<file path="src/rtl/elut_config_writer.sv">
// elut_config_writer: streams a 2**K-bit LUT mask into one LUTRAM-based eLUT,
// one bit per cycle (LSB first). After each word it reads every bit back
// through the write-address port (dpo) and raises a sticky error on mismatch.
// All outputs are decoded from registered state only, so no input reaches an
// output combinationally.
module elut_config_writer #(
    parameter int K      = 6,
    parameter int DATA_W = 16
) (
    input  logic              clk,
    input  logic              rst_n,
    input  logic              start,
    input  logic              abort,
    input  logic [DATA_W-1:0] cfg_data,
    input  logic              cfg_valid,
    output logic              cfg_ready,
    output logic [K-1:0]      lut_a,
    output logic              lut_d,
    output logic              lut_we,
    input  logic              lut_dpo,
    output logic              busy,
    output logic              done,
    output logic              err
);

    localparam int               CNT_W     = (DATA_W > 1) ? $clog2(DATA_W) : 1;
    // Base of the final word; reaching it means the mask is complete.
    localparam logic [K-1:0]     LAST_BASE = K'((2 ** K) - DATA_W);
    localparam logic [K-1:0]     BASE_STEP = K'(DATA_W);
    localparam logic [CNT_W-1:0] LAST_CNT  = CNT_W'(DATA_W - 1);

    typedef enum logic [2:0] {
        ST_IDLE   = 3'd0,
        ST_LOAD   = 3'd1,
        ST_WRITE  = 3'd2,
        ST_VERIFY = 3'd3,
        ST_DONE   = 3'd4
    } state_t;

    state_t              r_state;
    state_t              w_state_nxt;
    logic [DATA_W-1:0]   r_word;
    logic [DATA_W-1:0]   w_word_nxt;
    logic [CNT_W-1:0]    r_cnt;
    logic [CNT_W-1:0]    w_cnt_nxt;
    logic [K-1:0]        r_base;
    logic [K-1:0]        w_base_nxt;
    logic                r_err;
    logic                w_err_nxt;

    logic [K-1:0]        w_addr;
    logic                w_bit;
    logic                w_last_bit;
    logic                w_last_word;

    // base+cnt never wraps because 2**K is a multiple of DATA_W.
    assign w_addr      = r_base + K'(r_cnt);
    assign w_bit       = r_word[r_cnt];
    assign w_last_bit  = (r_cnt == LAST_CNT);
    assign w_last_word = (r_base == LAST_BASE);

    // State and datapath registers; reset returns to an idle, error-free writer.
    always_ff @(posedge clk or negedge rst_n) begin
        if (!rst_n) begin
            r_state <= ST_IDLE;
            r_word  <= {DATA_W{1'b0}};
            r_cnt   <= {CNT_W{1'b0}};
            r_base  <= {K{1'b0}};
            r_err   <= 1'b0;
        end else begin
            r_state <= w_state_nxt;
            r_word  <= w_word_nxt;
            r_cnt   <= w_cnt_nxt;
            r_base  <= w_base_nxt;
            r_err   <= w_err_nxt;
        end
    end

    // Next-state logic; abort overrides every other transition in LOAD/WRITE/VERIFY.
    always_comb begin
        w_state_nxt = r_state;
        w_word_nxt  = r_word;
        w_cnt_nxt   = r_cnt;
        w_base_nxt  = r_base;
        w_err_nxt   = r_err;
        case (r_state)
            ST_IDLE: begin
                if (start) begin
                    w_state_nxt = ST_LOAD;
                    w_base_nxt  = {K{1'b0}};
                    w_err_nxt   = 1'b0;
                end else begin
                    w_state_nxt = ST_IDLE;
                end
            end
            ST_LOAD: begin
                if (abort) begin
                    w_state_nxt = ST_IDLE;
                end else if (cfg_valid) begin
                    w_word_nxt  = cfg_data;
                    w_cnt_nxt   = {CNT_W{1'b0}};
                    w_state_nxt = ST_WRITE;
                end else begin
                    w_state_nxt = ST_LOAD;
                end
            end
            ST_WRITE: begin
                if (abort) begin
                    w_state_nxt = ST_IDLE;
                end else if (w_last_bit) begin
                    w_cnt_nxt   = {CNT_W{1'b0}};
                    w_state_nxt = ST_VERIFY;
                end else begin
                    w_cnt_nxt   = r_cnt + CNT_W'(1);
                end
            end
            ST_VERIFY: begin
                if (abort) begin
                    w_state_nxt = ST_IDLE;
                end else begin
                    if (lut_dpo != w_bit) begin
                        w_err_nxt = 1'b1;
                    end else begin
                        w_err_nxt = r_err;
                    end
                    if (w_last_bit) begin
                        w_cnt_nxt = {CNT_W{1'b0}};
                        if (w_last_word) begin
                            w_state_nxt = ST_DONE;
                        end else begin
                            w_base_nxt  = r_base + BASE_STEP;
                            w_state_nxt = ST_LOAD;
                        end
                    end else begin
                        w_cnt_nxt = r_cnt + CNT_W'(1);
                    end
                end
            end
            ST_DONE: begin
                w_state_nxt = ST_IDLE;
            end
            default: begin
                w_state_nxt = ST_IDLE;
            end
        endcase
    end

    // Output decode from registered state, counter, base and word only.
    always_comb begin
        cfg_ready = 1'b0;
        lut_we    = 1'b0;
        lut_d     = 1'b0;
        lut_a     = {K{1'b0}};
        busy      = 1'b1;
        done      = 1'b0;
        case (r_state)
            ST_IDLE: begin
                busy = 1'b0;
            end
            ST_LOAD: begin
                cfg_ready = 1'b1;
            end
            ST_WRITE: begin
                lut_we = 1'b1;
                lut_d  = w_bit;
                lut_a  = w_addr;
            end
            ST_VERIFY: begin
                lut_a = w_addr;
            end
            ST_DONE: begin
                done = 1'b1;
            end
            default: begin
                busy = 1'b0;
            end
        endcase
    end

    assign err = r_err;

endmodule

</file>
<file path="config.mk">
export PLATFORM = sky130hd
export DESIGN_NAME = elut_config_writer
export DESIGN_NICKNAME = d
export VERILOG_FILES = /design/src/rtl/elut_config_writer.sv
export SDC_FILE = /design/constraint.sdc
export NUM_CORES = 1
export LEC_CHECK = 0
export BUFFER_PORTS_ARGS = -buffer_cell sky130_fd_sc_hd__buf_2
export CAP_MARGIN = 20
export CORE_MARGIN = 4
export CORE_UTILIZATION = 49
export CTS_BUF_LIST = sky130_fd_sc_hd__clkbuf_8
export CTS_CLUSTER_SIZE = 30
export DETAILED_ROUTE_END_ITERATION = 12
export PLACE_DENSITY = 0.83
export SLEW_MARGIN = 40
export SYNTH_ARGS = -nofsm -noshare
export SYNTH_HDL_FRONTEND = slang
export SYNTH_SLANG_ARGS = --single-unit
</file>
<file path="constraint.sdc">
create_clock -name clk -period 1.7 [get_ports clk]
set_input_delay 0.34 -clock clk [delete_from_list [all_inputs] [get_ports clk]]
set_output_delay 0.34 -clock clk [all_outputs]
set_load 0.005 [all_outputs]
</file>
==> impl_summary.txt <==
----------------------------------------------------
[Synthesis]
  Post-Syn Area ... 0.001408 mm2
  Gate count after technology mapping ... 125
  Number of enable flip-flop cells after synthesis ... 0
  Register bit total from synthesis ... 26
  Ranking of synthesized cells by instance count ... sky130_fd_sc_hd__dfrtp_1, sky130_fd_sc_hd__mux2_2, sky130_fd_sc_hd__nand2_1, sky130_fd_sc_hd__nand3_1, sky130_fd_sc_hd__and2_1
  Area contributors post-synth ... sky130_fd_sc_hd__dfrtp_1, sky130_fd_sc_hd__mux2_2, sky130_fd_sc_hd__mux4_2
  Mean cell area of the mapped netlist ... 11.26 um2
  Yosys warnings ... 0
  Share of the yosys chip area belonging to registers ... 0.4622
  Area share of the leading cell type in the synthesized netlist ... 0.4622
  Syn_nets ... 149
  Unique masters post-synth ... 37
  Async set or reset register ratio after synthesis ... 1.000
  Dominant cell by count in the synthesized netlist ... sky130_fd_sc_hd__dfrtp_1
  Most used DFF post-synth ... sky130_fd_sc_hd__dfrtp_1
  Synth area leader ... sky130_fd_sc_hd__dfrtp_1

[GRT]
  First-pass GRT wire length ... 5271 um
  Antenna violations before repair ... 0
  Leftover overflow at the end of global routing ... 0
  All-Layer GR Usage ... 0.1903
  Number of global-route vias before repair ... 1132
  Largest net degree at the start of global routing ... 27

[Clocking]
  Clock transition at path regs ... 0.08 ns
  Clock sink total ... 26
  CTS Buffer Depth ... 2
  H-tree depth ... 1
  Total clock buffers created by CTS ... 3
  Clock insertion delay at the later pin of the skew report ... 0.27 ns
  TritonCTS clock tree ... built
  Root buf cell ... sky130_fd_sc_hd__clkbuf_8

[Layout]
  Post-layout instance count excluding filler cells ... 206
  Share of final-layout standard cells stronger than drive strength 1 ... 0.5371
  Sequential cell area in the final layout ... 654.4 um2
  Total area of multi-input combinational cells ... 762.0 um2
  Fillcell total ... 199
  Number of nets at the end of the flow ... 201
  Antenna diode count ... 0
  Growth of design area from synthesis to finish ... 34.22%

[Detailed routing]
  Number of iterations in the first detailed-routing pass ... 4
  Vias per cell ... 5.583
  Post-DRT Antenna Nets ... 0
  DRC violations left ... 0
  Average routed wire per standard cell ... 16.77 um
  Number of DRC markers after the initial detailed-route iteration ... 73
  Total Wirelength ... 3455 um
  Number of vias in the routed layout ... 1150

[Setup path]
  Delay of the slowest cell on the worst path ... 0.56 ns
  Startpoint type of the worst setup path ... flop
  Startpoint-to-endpoint class of the critical path ... flop to output port
  Crit path max-delay family ... multiplexers
  Reg2reg setup slack ... -0.03 ns
  Worst-case reg-to-reg path depth ... 6
  Arrival @ worst endpoint ... 1.72 ns
  Highest fanout seen on the critical path ... 6
  Crit end category ... output port
  Number of buffers and inverters on the critical path ... 1
  CP Depth ... 4
  Startpoint of the lowest-slack register-to-register path ... r_cnt[1]
  Launch point of the critical path ... r_cnt[1]
  Critical path data required time ... 1.36 ns
  Cell-by-cell listing of the critical path ... mux4_2 > mux2i_4 > a2111oi_4 > buf_2
  Critical-path cell with the highest stage delay ... sky130_fd_sc_hd__mux4_2

[Job]
  Max-cap violation count ... 0

[Place]
  Placed Instances ... 193
  Placed wire-length estimate after detailed placement ... 2466 um
  IO buf count ... 33
  Global placer's final weighted congestion ... 0.8625
  Post-place setup slack ... -0.2417 ns

[STA]
  Endpoints failing hold ... 0
  Max Slew Vio Count ... 0
  Actual transition at the worst max-transition pin ... 0.5612 ns
  Clock Skews ... 0.001332 ns
  Worst rel slew slack ... 0.6259
  Final WS setup ... -0.3624 ns
  Setup repair after global routing missed its margin ... yes
  Final-report setup violation count ... 8
  Final Critical Period ... 2.062 ns
  Portion of the clock cycle consumed by the worst path in the final layout ... 1.213
  Setup TNS ... -0.5202 ns
  Min Hold Slack ... 0.05030 ns
  Achievable clock frequency ... 484.9 MHz

[Floorplanning]
  Number of ports placed on the die boundary ... 34
  Die area ... 0.003794 mm2
  Chip Width ... 61.60 um
  Core Rows ... 19
  Vert. Die Dim ... 61.60 um
  Placeable core area ... 0.002758 mm2
  Starting utilization of the core area ... 0.5104

[Outcome]
  Outcome ... complete, but fails checks
  Failing checks ... negative setup slack

[Power and ir drop]
  Worst supply voltage drop on vdd ... 1.089 mV
  Cell Pwr Density ... 1501 mW/mm2
  Leakage dissipation ... 0.8842 nW

[Worst hold path]
  Worst hold-check path type ... input pin to asynchronous set/reset pin

----------------------------------------------------
final timing paths:
kind	to
worst min register to register	r_word[11]
min in group clk	r_word[13]
worst max-delay path	lut_d
max in group asynchronous	r_state[2]
worst max register to register	err
worst min-delay path	r_state[0]
metrics by stage:
step	cell area [um2]	total power [mW]	util
after floorplan	1414	1.784	-
after global placement	1668	2.094	0.6048
after detailed placement	1668	2.165	0.6048
after CTS	1805	2.722	0.6547
after global routing	1889	3.008	0.6851
final	1889	2.836	0.6851
layout by cell type, fill, tap and decap left out, types with 2 or more instances in the layout:
cell type | netlist | routed
sky130_fd_sc_hd__nor2_1 | 6 | 4
sky130_fd_sc_hd__and3_1 | 2 | 2
sky130_fd_sc_hd__nor2b_1 | 3 | 2
sky130_fd_sc_hd__nor3_1 | 3 | 3
sky130_fd_sc_hd__inv_1 | 2 | 2
sky130_fd_sc_hd__nand2_1 | 9 | 9
sky130_fd_sc_hd__o21ai_0 | 2 | 2
sky130_fd_sc_hd__ha_1 | 2 | 2
sky130_fd_sc_hd__buf_4 | 0 | 17
sky130_fd_sc_hd__and2_1 | 7 | 3
sky130_fd_sc_hd__nand3_1 | 9 | 9
sky130_fd_sc_hd__mux4_2 | 4 | 4
sky130_fd_sc_hd__nor2_2 | 0 | 2
sky130_fd_sc_hd__nand2b_1 | 2 | 2
sky130_fd_sc_hd__mux2i_1 | 3 | 2
sky130_fd_sc_hd__clkbuf_8 | 0 | 3
sky130_fd_sc_hd__dfrtp_2 | 0 | 3
sky130_fd_sc_hd__o31ai_1 | 2 | 2
sky130_fd_sc_hd__buf_2 | 5 | 29
sky130_fd_sc_hd__buf_6 | 1 | 10
sky130_fd_sc_hd__dfrtp_1 | 26 | 23
sky130_fd_sc_hd__mux2_2 | 16 | 16
sky130_fd_sc_hd__and2_4 | 0 | 4
metal layers:
layer  track usage  vias up  wire (um)
met1        0.2460      555       1484
met4       0.03636        0         38
met3       0.03774        6        196
met5             0        -          0
met2        0.3318       38       1736
li1              -      551          -
cell type report:
type | count | share of cell area
Multi-Input combinational cell | 88 | 0.4033
Sequential cell | 26 | 0.3464
Timing Repair Buffer | 56 | 0.2040
Clock buffer | 3 | 0.02185
Tap cell | 31 | 0.02053
Inverter | 2 | 0.003974
sequential cells by signal, indices dropped and copies added, names as in the netlist:
name / flops
r_word: 16
r_cnt: 4
r_base: 2
err: 1
r_state: 3
repair_timing:
action,CTS,global route
buffers inserted,7,5
endpoints found under the setup margin,10,12
hold buffers,0,0
gates resized for setup,14,11
pin swaps,6,4
power by group:
part           internal [mW]  switching, mW
clock                  0.159          0.185
combinational          0.836          0.578
sequential             0.879          0.199
total                   1.87          0.962
cell families after synthesis:
kind of cell / share of synthesized area
AOI/OAI and AO/OA: 0.08000
xor gates and xnor gates: 0.006223
adders and majority gates: 0.01777
buffers and inverters: 0.03911
DFF: 0.4622
muxes: 0.2133
and+or+nand+nor: 0.1813
Power figures use the tool's default switching activity.
